`src/rtl/masked_pkg.sv`:
```
// Shared definitions for the masked serial adder: share count, default
// operand width and the controller state encoding.
package masked_pkg;

  // Two Boolean shares per secret bit (x = s0 ^ s1).
  localparam int NUM_SHARES = 2;

  // Default operand / sum width in bits.
  localparam int WIDTH_DEFAULT = 8;

  // Controller states of the bit-serial adder.
  typedef enum logic [1:0] {
    ST_IDLE = 2'd0,
    ST_RUN  = 2'd1,
    ST_DONE = 2'd2
  } state_t;

endpackage

```
`src/rtl/masked_full_adder.sv`:
```
// Two-share masked full-adder slice built from two masked half-adders.
// HA1 adds the operand bits, HA2 adds the incoming carry to their partial
// sum. The two generate terms can never both be 1, so the carry-out is
// their XOR, which keeps the combination linear and share-wise.
module masked_full_adder
  import masked_pkg::*;
(
  input  logic [NUM_SHARES-1:0] a,
  input  logic [NUM_SHARES-1:0] b,
  input  logic [NUM_SHARES-1:0] cin,
  input  logic [1:0]            rnd,
  output logic [NUM_SHARES-1:0] s,
  output logic [NUM_SHARES-1:0] cout
);

  logic [NUM_SHARES-1:0] p;
  logic [NUM_SHARES-1:0] g1;
  logic [NUM_SHARES-1:0] g2;

  masked_half_adder u_ha1 (
    .a (a),
    .b (b),
    .r (rnd[0]),
    .s (p),
    .g (g1)
  );

  masked_half_adder u_ha2 (
    .a (p),
    .b (cin),
    .r (rnd[1]),
    .s (s),
    .g (g2)
  );

  genvar gi;
  generate
    for (gi = 0; gi < NUM_SHARES; gi = gi + 1) begin : g_cout
      assign cout[gi] = g1[gi] ^ g2[gi];
    end
  endgenerate

endmodule

```
`src/rtl/masked_half_adder.sv`:
```
// Two-share masked half-adder.
// The sum is linear, so it is computed share by share. The carry (a AND b)
// uses a refreshed share multiplication: the random bit r is folded in
// before any cross-share product, so no intermediate equals an unmasked
// value.
module masked_half_adder
  import masked_pkg::*;
(
  input  logic [NUM_SHARES-1:0] a,
  input  logic [NUM_SHARES-1:0] b,
  input  logic                  r,
  output logic [NUM_SHARES-1:0] s,
  output logic [NUM_SHARES-1:0] g
);

  logic cross_0;
  logic cross_1;

  // Linear XOR per share, then masked AND with r absorbed first into share 1.
  always_comb begin
    s       = a ^ b;
    cross_0 = r ^ (a[0] & b[1]);
    cross_1 = cross_0 ^ (a[1] & b[0]);
    g[0]    = (a[0] & b[0]) ^ r;
    g[1]    = (a[1] & b[1]) ^ cross_1;
  end

endmodule

```
`src/rtl/masked_serial_adder.sv`:
```
// Bit-serial adder on two-share Boolean-masked operands.
// One masked full-adder slice is reused LSB first, one bit per RUN cycle;
// the carry shares are registered between bits so no combinational share
// path spans two bit positions. Operands and results stay shared throughout.
module masked_serial_adder
  import masked_pkg::*;
#(
  parameter int WIDTH = WIDTH_DEFAULT
) (
  input  logic             clk,
  input  logic             rst_n,
  input  logic [WIDTH-1:0] a_s0,
  input  logic [WIDTH-1:0] a_s1,
  input  logic [WIDTH-1:0] b_s0,
  input  logic [WIDTH-1:0] b_s1,
  input  logic             in_valid,
  output logic             in_ready,
  input  logic [1:0]       rnd,
  output logic             rnd_req,
  output logic [WIDTH-1:0] sum_s0,
  output logic [WIDTH-1:0] sum_s1,
  output logic             cout_s0,
  output logic             cout_s1,
  output logic             out_valid,
  input  logic             out_ready
);

  localparam int IDX_W = $clog2(WIDTH);
  localparam logic [IDX_W-1:0] LAST_IDX = IDX_W'(WIDTH - 1);

  state_t                state_q, state_d;
  logic [IDX_W-1:0]      idx_q, idx_d;
  logic [WIDTH-1:0]      a_s0_q, a_s0_d;
  logic [WIDTH-1:0]      a_s1_q, a_s1_d;
  logic [WIDTH-1:0]      b_s0_q, b_s0_d;
  logic [WIDTH-1:0]      b_s1_q, b_s1_d;
  logic [WIDTH-1:0]      sum_s0_q, sum_s0_d;
  logic [WIDTH-1:0]      sum_s1_q, sum_s1_d;
  logic [NUM_SHARES-1:0] carry_q, carry_d;

  logic [NUM_SHARES-1:0] fa_a;
  logic [NUM_SHARES-1:0] fa_b;
  logic [NUM_SHARES-1:0] fa_s;
  logic [NUM_SHARES-1:0] fa_cout;
  logic [1:0]            fa_rnd;

  // Select the current bit's shares; randomness only reaches the slice in RUN.
  always_comb begin
    fa_a   = {a_s1_q[idx_q], a_s0_q[idx_q]};
    fa_b   = {b_s1_q[idx_q], b_s0_q[idx_q]};
    fa_rnd = (state_q == ST_RUN) ? rnd : 2'b00;
  end

  masked_full_adder u_slice (
    .a    (fa_a),
    .b    (fa_b),
    .cin  (carry_q),
    .rnd  (fa_rnd),
    .s    (fa_s),
    .cout (fa_cout)
  );

  // State and datapath registers; reset clears every share immediately.
  always_ff @(posedge clk or negedge rst_n) begin
    if (!rst_n) begin
      state_q  <= ST_IDLE;
      idx_q    <= '0;
      a_s0_q   <= '0;
      a_s1_q   <= '0;
      b_s0_q   <= '0;
      b_s1_q   <= '0;
      sum_s0_q <= '0;
      sum_s1_q <= '0;
      carry_q  <= '0;
    end else begin
      state_q  <= state_d;
      idx_q    <= idx_d;
      a_s0_q   <= a_s0_d;
      a_s1_q   <= a_s1_d;
      b_s0_q   <= b_s0_d;
      b_s1_q   <= b_s1_d;
      sum_s0_q <= sum_s0_d;
      sum_s1_q <= sum_s1_d;
      carry_q  <= carry_d;
    end
  end

  // Next-state logic: accept in IDLE, WIDTH bit steps in RUN, hold in DONE.
  always_comb begin
    state_d = state_q;
    case (state_q)
      ST_IDLE: if (in_valid)          state_d = ST_RUN;
      ST_RUN:  if (idx_q == LAST_IDX) state_d = ST_DONE;
      ST_DONE: if (out_ready)         state_d = ST_IDLE;
      default:                        state_d = ST_IDLE;
    endcase
  end

  // Datapath next values: load on acceptance, one sum bit and carry per RUN cycle.
  always_comb begin
    idx_d    = idx_q;
    a_s0_d   = a_s0_q;
    a_s1_d   = a_s1_q;
    b_s0_d   = b_s0_q;
    b_s1_d   = b_s1_q;
    sum_s0_d = sum_s0_q;
    sum_s1_d = sum_s1_q;
    carry_d  = carry_q;
    if (state_q == ST_IDLE && in_valid) begin
      a_s0_d   = a_s0;
      a_s1_d   = a_s1;
      b_s0_d   = b_s0;
      b_s1_d   = b_s1;
      sum_s0_d = '0;
      sum_s1_d = '0;
      carry_d  = '0;
      idx_d    = '0;
    end else if (state_q == ST_RUN) begin
      sum_s0_d[idx_q] = fa_s[0];
      sum_s1_d[idx_q] = fa_s[1];
      carry_d         = fa_cout;
      idx_d           = (idx_q == LAST_IDX) ? '0 : idx_q + IDX_W'(1);
    end
  end

  // Handshake outputs decoded from state; ready is held low while in reset.
  always_comb begin
    in_ready  = (state_q == ST_IDLE) && rst_n;
    rnd_req   = (state_q == ST_RUN);
    out_valid = (state_q == ST_DONE);
  end

  assign sum_s0  = sum_s0_q;
  assign sum_s1  = sum_s1_q;
  assign cout_s0 = carry_q[0];
  assign cout_s1 = carry_q[1];

endmodule

```
`config.mk`:
```
export PLATFORM = sky130hd
export DESIGN_NAME = masked_serial_adder
export DESIGN_NICKNAME = d
export VERILOG_FILES = /design/src/rtl/masked_pkg.sv /design/src/rtl/masked_full_adder.sv /design/src/rtl/masked_half_adder.sv /design/src/rtl/masked_serial_adder.sv
export SDC_FILE = /design/constraint.sdc
export NUM_CORES = 1
export LEC_CHECK = 0
export ABC_CLOCK_PERIOD_IN_PS = 6000
export CAP_MARGIN = 20
export CORE_AREA = 2 2 77 79
export DETAILED_ROUTE_END_ITERATION = 7
export DIE_AREA = 0 0 79 81
export PLACE_DENSITY = 0.77
export SYNTH_ARGS = -nofsm -noshare
export SYNTH_HDL_FRONTEND = slang
export SYNTH_SLANG_ARGS = --single-unit
export TNS_END_PERCENT = 20
```
`constraint.sdc`:
```
create_clock -name clk -period 6 [get_ports clk]
set_clock_uncertainty 0.2 [all_clocks]
set_input_delay 0.9 -clock clk [delete_from_list [all_inputs] [get_ports clk]]
set_output_delay 0.9 -clock clk [all_outputs]
set_load 0.02 [all_outputs]
```
==> qor.yml, run 1 <==
worstHoldPathType: "flop to flop"
relSlewSlack_pct: 45.7
ctsRootBufferMaster: "clkbuf_8"
clock-sinks: 55
cp_data_required_time_ns: 5.98
fmax_ghz: 0.299
grt_usage_pct: 19.4
grt_start_max_net_pins: 56
synth_largest_area_cell: "dfrtp_1"
cp_top_family: "flip-flops"
seq_area_frac_synth_pct: 51.4
drv_cap: 0
n_antenna_cell: 0
cts_tree: "yes"
critPathCaptureType: "flop"
post_dp_cell_area_um2: 3290
syn-cell-area_um2: 2680
post-place-ws_ns: 2.64
detail_route.first_pass.iterations: 4
pwr_density_cell_nw_per_um2: 580
final_area_um2: 3430
fin_util_pct: 60.5
leakage_nw: 1.65
antenna_found_initial: 0
synth_edf_count: 0
areaGrowthSynthToFinish_pct: 28.3
grt_setup_unrepaired: "no"
yosysTopAreaCellShare_pct: 51.4
ctsResizeCount: 0
ant_nets: 0
synth_ff_type: "dfrtp_1"
drt_first_iter_violations: 161
synth-async-reset-ratio_pct: 100
p_total_mw: 1.99
die_area_um2: 6400
hold_slack_ns: 0.277
die_h_um: 81
syn_nets: 337
totalWireLength_mm: 5.80
h-tree-depth: 2
grt-ovfl-total: 0
start_util_pct: 47.1
drcViolationCount: 0
drive_gt1_share_pct: 6.36
portBuffers: 58
grt_pass1_wl_mm: 9.58
outcome: "finished clean"
fin_nets: 389
crit_fanout: 21
final_cells: 421
floorplan.rows: 28
clock_latency_ns: 0.30
crit_chain: "mux2_1 > a22o_1 > nand2_1 > nand3_1 > ha_1 > ha_1 > xnor2_1 > xnor2_1 > xnor2_1 > xnor2_2 > xnor2_1 > o21ai_1"
path_clk_slew_ns: 0.09
dp_cells: 412
pin_count: 59
slowest_delay_ns: 0.88
fin_setup_tns_ns: 0
wl_per_cell_um: 13.8
crit_type: "flop to flop"
synth_seq_cells: 55
die_w_um: 79
max_slew.worst_pin.slew_ns: 0.815
setup_ws_ns: 2.65
yosys.cell_count.top_type: "nand2_1"
coreArea_um2: 5680
ys_warn_count: 0
cts_hold_buffers: 0
vias: 2123
slowest_stage: "dfrtp_1"
syn_area_per_cell_um2: 9.13
synth.distinct_cells: 34
cts_max_path_buffers: 2
nFillCells: 521
hold_viol_final: 0
setup_violations: 0
cts_buffers: 5
grt_pass1_vias: 2070
cp_common_cell: "xnor2_1"
slew_violations: 0
finalCritPeriodShare_pct: 55.8
synth_common_cells: "nand2_1 (123), dfrtp_1 (55), nor2_1 (15), mux2i_1 (14), clkbuf_1 (12)"
post_cts_buffers: 0
crit_buf_inv: 0
synthTopCellsByArea: "dfrtp_1 (51%), nand2_1 (17%), mux2i_1 (5.2%)"
gp_congestion: 0.786
vdd_drop_max_uv: 302
worst_ep_arrival_time_ns: 3.32
start_kind: "flop"
vias_per_cell: 5.04
synthCells: 293
period_minus_slack_ns: 3.35
hpwl_mm: 4.14
[logic make-up (layout without fill, tap and decap cells)]
kind of cell / Yosys count / after routing / synth area share [%]
AOI/OAI and AO/OA: 19 / 19 / 4.54
xor gates and xnor gates: 9 / 9 / 3.23
buffers and inverters: 20 / 73 / 3.23
and+or+nand+nor: 164 / 164 / 25.2
muxes: 20 / 20 / 9.59
adders and majority gates: 6 / 6 / 2.81
DFF: 55 / 55 / 51.4
[cell type report]
cell class                      instances  area (µm²)  share of cell area (%)
Timing Repair Buffer                   61         618                    18.0
Tap cell                               75        93.8                    2.73
Multi-Input combinational cell        218        1210                    35.3
Clock buffer                            6        82.6                    2.41
Clock inverter                          2        35.0                    1.02
Sequential cell                        55        1380                    40.1
Inverter                                4        15.0                   0.437
[power breakdown]
part           internal (mW)  switching, mW  total, mW
Combinational          0.499          0.572       1.07
Sequential             0.531          0.139      0.670
Clock                  0.135          0.114      0.250
Total                   1.16          0.825       1.99
[sequential cells by signal, summed over array words and instances, names as in the netlist]
| signal | flops |
|---|---|
| sum_s1 | 8 |
| carry_q | 2 |
| a_s0_q | 8 |
| sum_s0 | 8 |
| a_s1_q | 8 |
| idx_q | 3 |
| b_s1_q | 8 |
| b_s0_q | 8 |
| state_q | 2 |
[worst register-to-register path: stages (launching register included)]
cell	delay [ns]
dfrtp_1	0.88
mux2_1	0.39
a22o_1	0.22
nand2_1	0.08
nand3_1	0.09
ha_1	0.33
ha_1	0.20
xnor2_1	0.13
xnor2_1	0.14
xnor2_1	0.23
xnor2_2	0.15
xnor2_1	0.13
o21ai_1	0.07
[placed cells by master, fill, tap and decap left out, types with 3 or more instances in the layout]
master	instances
clkdlybuf4s50_1	57
and3_1	3
dfrtp_1	55
nor2b_1	3
nand2_1	123
nand3_1	11
xnor2_1	6
ha_1	6
o21ai_0	3
a21oi_1	7
mux2i_1	14
nor2_1	15
a22o_1	3
clkbuf_8	6
mux4_2	3
[final timing paths]
| check | slack (ns) | startpoint | cells past startpoint | endpoint |
|---|---|---|---|---|
| setup / recovery | 2.65 | idx_q[0]$_DFFE_PN0P_ | 12 | carry_q[1]$_DFFE_PN0P_ |
| hold / removal | 0.28 | a_s1_q[6]$_DFFE_PN0P_ | 2 | a_s1_q[6]$_DFFE_PN0P_ |
| setup reg to reg | 2.65 | idx_q[0]$_DFFE_PN0P_ | 12 | carry_q[1]$_DFFE_PN0P_ |
| hold reg to reg | 0.28 | a_s1_q[6]$_DFFE_PN0P_ | 2 | a_s1_q[6]$_DFFE_PN0P_ |
| max in group asynchronous | 4.56 | rst_n | 2 | idx_q[2]$_DFFE_PN0P_ |
| min in group asynchronous | 0.60 | rst_n | 2 | a_s1_q[7]$_DFFE_PN0P_ |
[layer usage]
layer  part of all wire (%)  GRT usage (%)
met1                     42           24.3
met2                     51           33.5
met3                    4.6           3.89
met4                    2.4           6.90
met5                      0              0
Note: power is estimated with default switching activity, not from simulation.
==> run 2, diff against run 1 <==
--- a/config.mk
+++ b/config.mk
@@ -5,12 +5,12 @@
 export SDC_FILE = /design/constraint.sdc
 export NUM_CORES = 1
 export LEC_CHECK = 0
-export ABC_CLOCK_PERIOD_IN_PS = 6000
+export ABC_CLOCK_PERIOD_IN_PS = 3000
 export CAP_MARGIN = 20
-export CORE_AREA = 2 2 77 79
+export CORE_AREA = 2 2 81 83
 export DETAILED_ROUTE_END_ITERATION = 7
-export DIE_AREA = 0 0 79 81
-export PLACE_DENSITY = 0.77
+export DIE_AREA = 0 0 83 85
+export PLACE_DENSITY = 0.73
 export SYNTH_ARGS = -nofsm -noshare
 export SYNTH_HDL_FRONTEND = slang
 export SYNTH_SLANG_ARGS = --single-unit
==> constraint.sdc (replaced) <==
create_clock -name clk -period 3 [get_ports clk]
set_clock_uncertainty 0.2 [all_clocks]
set_input_delay 0.45 -clock clk [delete_from_list [all_inputs] [get_ports clk]]
set_output_delay 0.45 -clock clk [all_outputs]
set_load 0.02 [all_outputs]
==> qor.yml, run 2 (synthesis results as in run 1) <==
clock-sinks: 55  # unchanged
p_total_mw: 4.14  # +110%
die_h_um: 85  # +4.9%
startpoint: "idx_q[0]$_DFFE_PN0P_"
n_antenna_cell: 0  # unchanged
grt_pass1_vias: 2253  # +8.8%
final_cells: 434  # +3.1%
drcViolationCount: 0  # unchanged
cp_data_required_time_ns: 2.99  # -2.99 ns
reg2reg_from: "idx_q[0]$_DFFE_PN0P_"
grt_pass1_wl_mm: 10.2  # +6.3%
drt_first_iter_violations: 153  # -5.0%
fmax_ghz: 0.347  # +16%
pin_count: 59  # unchanged
period_minus_slack_ns: 2.88  # -0.466 ns
floorplan.rows: 29  # +3.6%
die_w_um: 83  # +5.1%
start_util_pct: 43.1  # -4.0 points
path_clk_slew_ns: 0.10  # about the same
layout_commonest_cell: "nand2_1"
hold_slack_ns: 0.120  # -0.157 ns
h-tree-depth: 2  # unchanged
areaGrowthSynthToFinish_pct: 31.7
nFillCells: 547  # +5.0%
relSlewSlack_pct: 54.2  # +8.5 points
drv_cap: 0  # unchanged
cts_tree: "yes"
hold_viol_final: 0  # unchanged
dp_cells: 423  # +2.7%
critPathCaptureType: "flop"
die_area_um2: 7060  # +10%
start_kind: "flop"
crit_type: "flop to flop"
setup_violations: 0  # unchanged
grt_usage_pct: 17.9  # -1.5 points
vdd_drop_max_uv: 837  # +180%
mostFrequentLayoutCells: "nand2_1 (120), clkdlybuf4s50_1 (57), dfrtp_1 (54)"
vias_per_cell: 4.98  # -1.3%
regArea_um2: 1380  # about the same
finalCritPeriodShare_pct: 96.1  # +40 points
vias: 2161  # +1.8%
fin_nets: 401  # +3.1%
multiInputGateArea_um2: 1240  # +2.5%
cts_buffers: 5  # unchanged
gp_congestion: 0.783  # -0.37%
max_slew.worst_pin.slew_ns: 0.687  # -0.128 ns
coreArea_um2: 6200  # +9.3%
portBuffers: 58  # unchanged
worst_ep_arrival_time_ns: 2.87  # -0.45 ns
cts_max_path_buffers: 2  # unchanged
grt-ovfl-total: 0  # unchanged
antenna_found_initial: 0  # unchanged
totalWireLength_mm: 6.00  # +3.5%
fin_setup_tns_ns: 0  # unchanged
ant_nets: 0  # unchanged
ctsRootBufferMaster: "clkbuf_8"
final_area_um2: 3520  # +2.6%
cts_hold_buffers: 0  # unchanged
worstHoldPathType: "input pin to asynchronous set/reset pin"
detail_route.first_pass.iterations: 4  # unchanged
outcome: "finished clean"
clock_latency_ns: 0.31  # about the same
post_dp_cell_area_um2: 3360  # +2.1%
drive_gt1_share_pct: 11.2  # +4.8 points
crit_fanout: 4  # -81%
hpwl_mm: 4.33  # +4.6%
grt_start_max_net_pins: 56  # unchanged
slew_violations: 0  # unchanged
leakage_nw: 1.69  # +2.5%
wl_per_cell_um: 13.8  # +0.42%
pwr_density_cell_nw_per_um2: 1180  # +100%
## run 2: changes by cell type in the layout (fill, tap and decap cells not counted), sizes merged
cell / before / now
buf: 4 / 16
clkinv: 1 / 0
bufinv: 1 / 0
inv: 4 / 5
## run 2: routing by layer
metal  wire (µm)  up-vias  part of all wire, %  GRT usage [%]
met4         130        0                  2.2           7.45
met2        3030       48                   50           31.0
met5           0        -                    0              0
met3         235        9                  3.9           3.21
met1        2600     1032                   43           22.1
li1            -     1072                    -              -
## run 2: worst paths after layout
| kind | to | slack, ns | depth (start not counted) |
|---|---|---|---|
| hold reg to reg | b_s0_q[4]$_DFFE_PN0P_ | 0.28 | 2 |
| setup / recovery | carry_q[1]$_DFFE_PN0P_ | 0.12 | 12 |
| max in group asynchronous | idx_q[0]$_DFFE_PN0P_ | 2.00 | 2 |
| setup reg to reg | carry_q[1]$_DFFE_PN0P_ | 0.12 | 12 |
| hold / removal | a_s0_q[7]$_DFFE_PN0P_ | 0.12 | 2 |
| min in group clk | b_s0_q[4]$_DFFE_PN0P_ | 0.28 | 2 |
## run 2: metrics by stage
stage          util, %  setup slack (ns)
2_1_floorplan        -             0.155
3_3_place_gp      54.1            0.0809
3_5_place_dp      54.1           -0.0906
4_1_cts           56.1            0.0464
5_1_grt           56.8          -0.00874
6_report          56.8             0.116
## run 2: final cells by class
class	instances	area share, %
well taps	77	2.73
repair buffers	73	19.9
clock buffers	6	2.34
multi-input cells	218	35.3
flip-flops and latches	55	39.1
clock inverters	1	0.249
inverters	4	0.426
## run 2: where the power goes
| part | total, mW | leakage, nW | switching, mW | internal [mW] |
|---|---|---|---|---|
| combinational | 2.44 | 0.946 | 1.28 | 1.16 |
| sequential | 1.28 | 0.697 | 0.213 | 1.07 |
| clock | 0.421 | 0.0477 | 0.235 | 0.186 |
| total | 4.14 | 1.69 | 1.73 | 2.41 |
## run 2: critical path, stage by stage, from the launching register on
cell,delay [ns]
dfrtp_2,0.43
buf_12,0.12
mux4_2,0.53
nand2_2,0.09
nand2_2,0.07
ha_4,0.23
ha_2,0.18
xnor2_2,0.14
xnor2_1,0.15
xnor2_1,0.26
xnor2_2,0.15
xnor2_1,0.13
o21ai_1,0.07
## run 2: timing repair
item                                    CTS  global route
pin swaps                                 0             5
gates resized for setup                   1             7
buffers inserted                          2             2
endpoints found under the setup margin    1             1
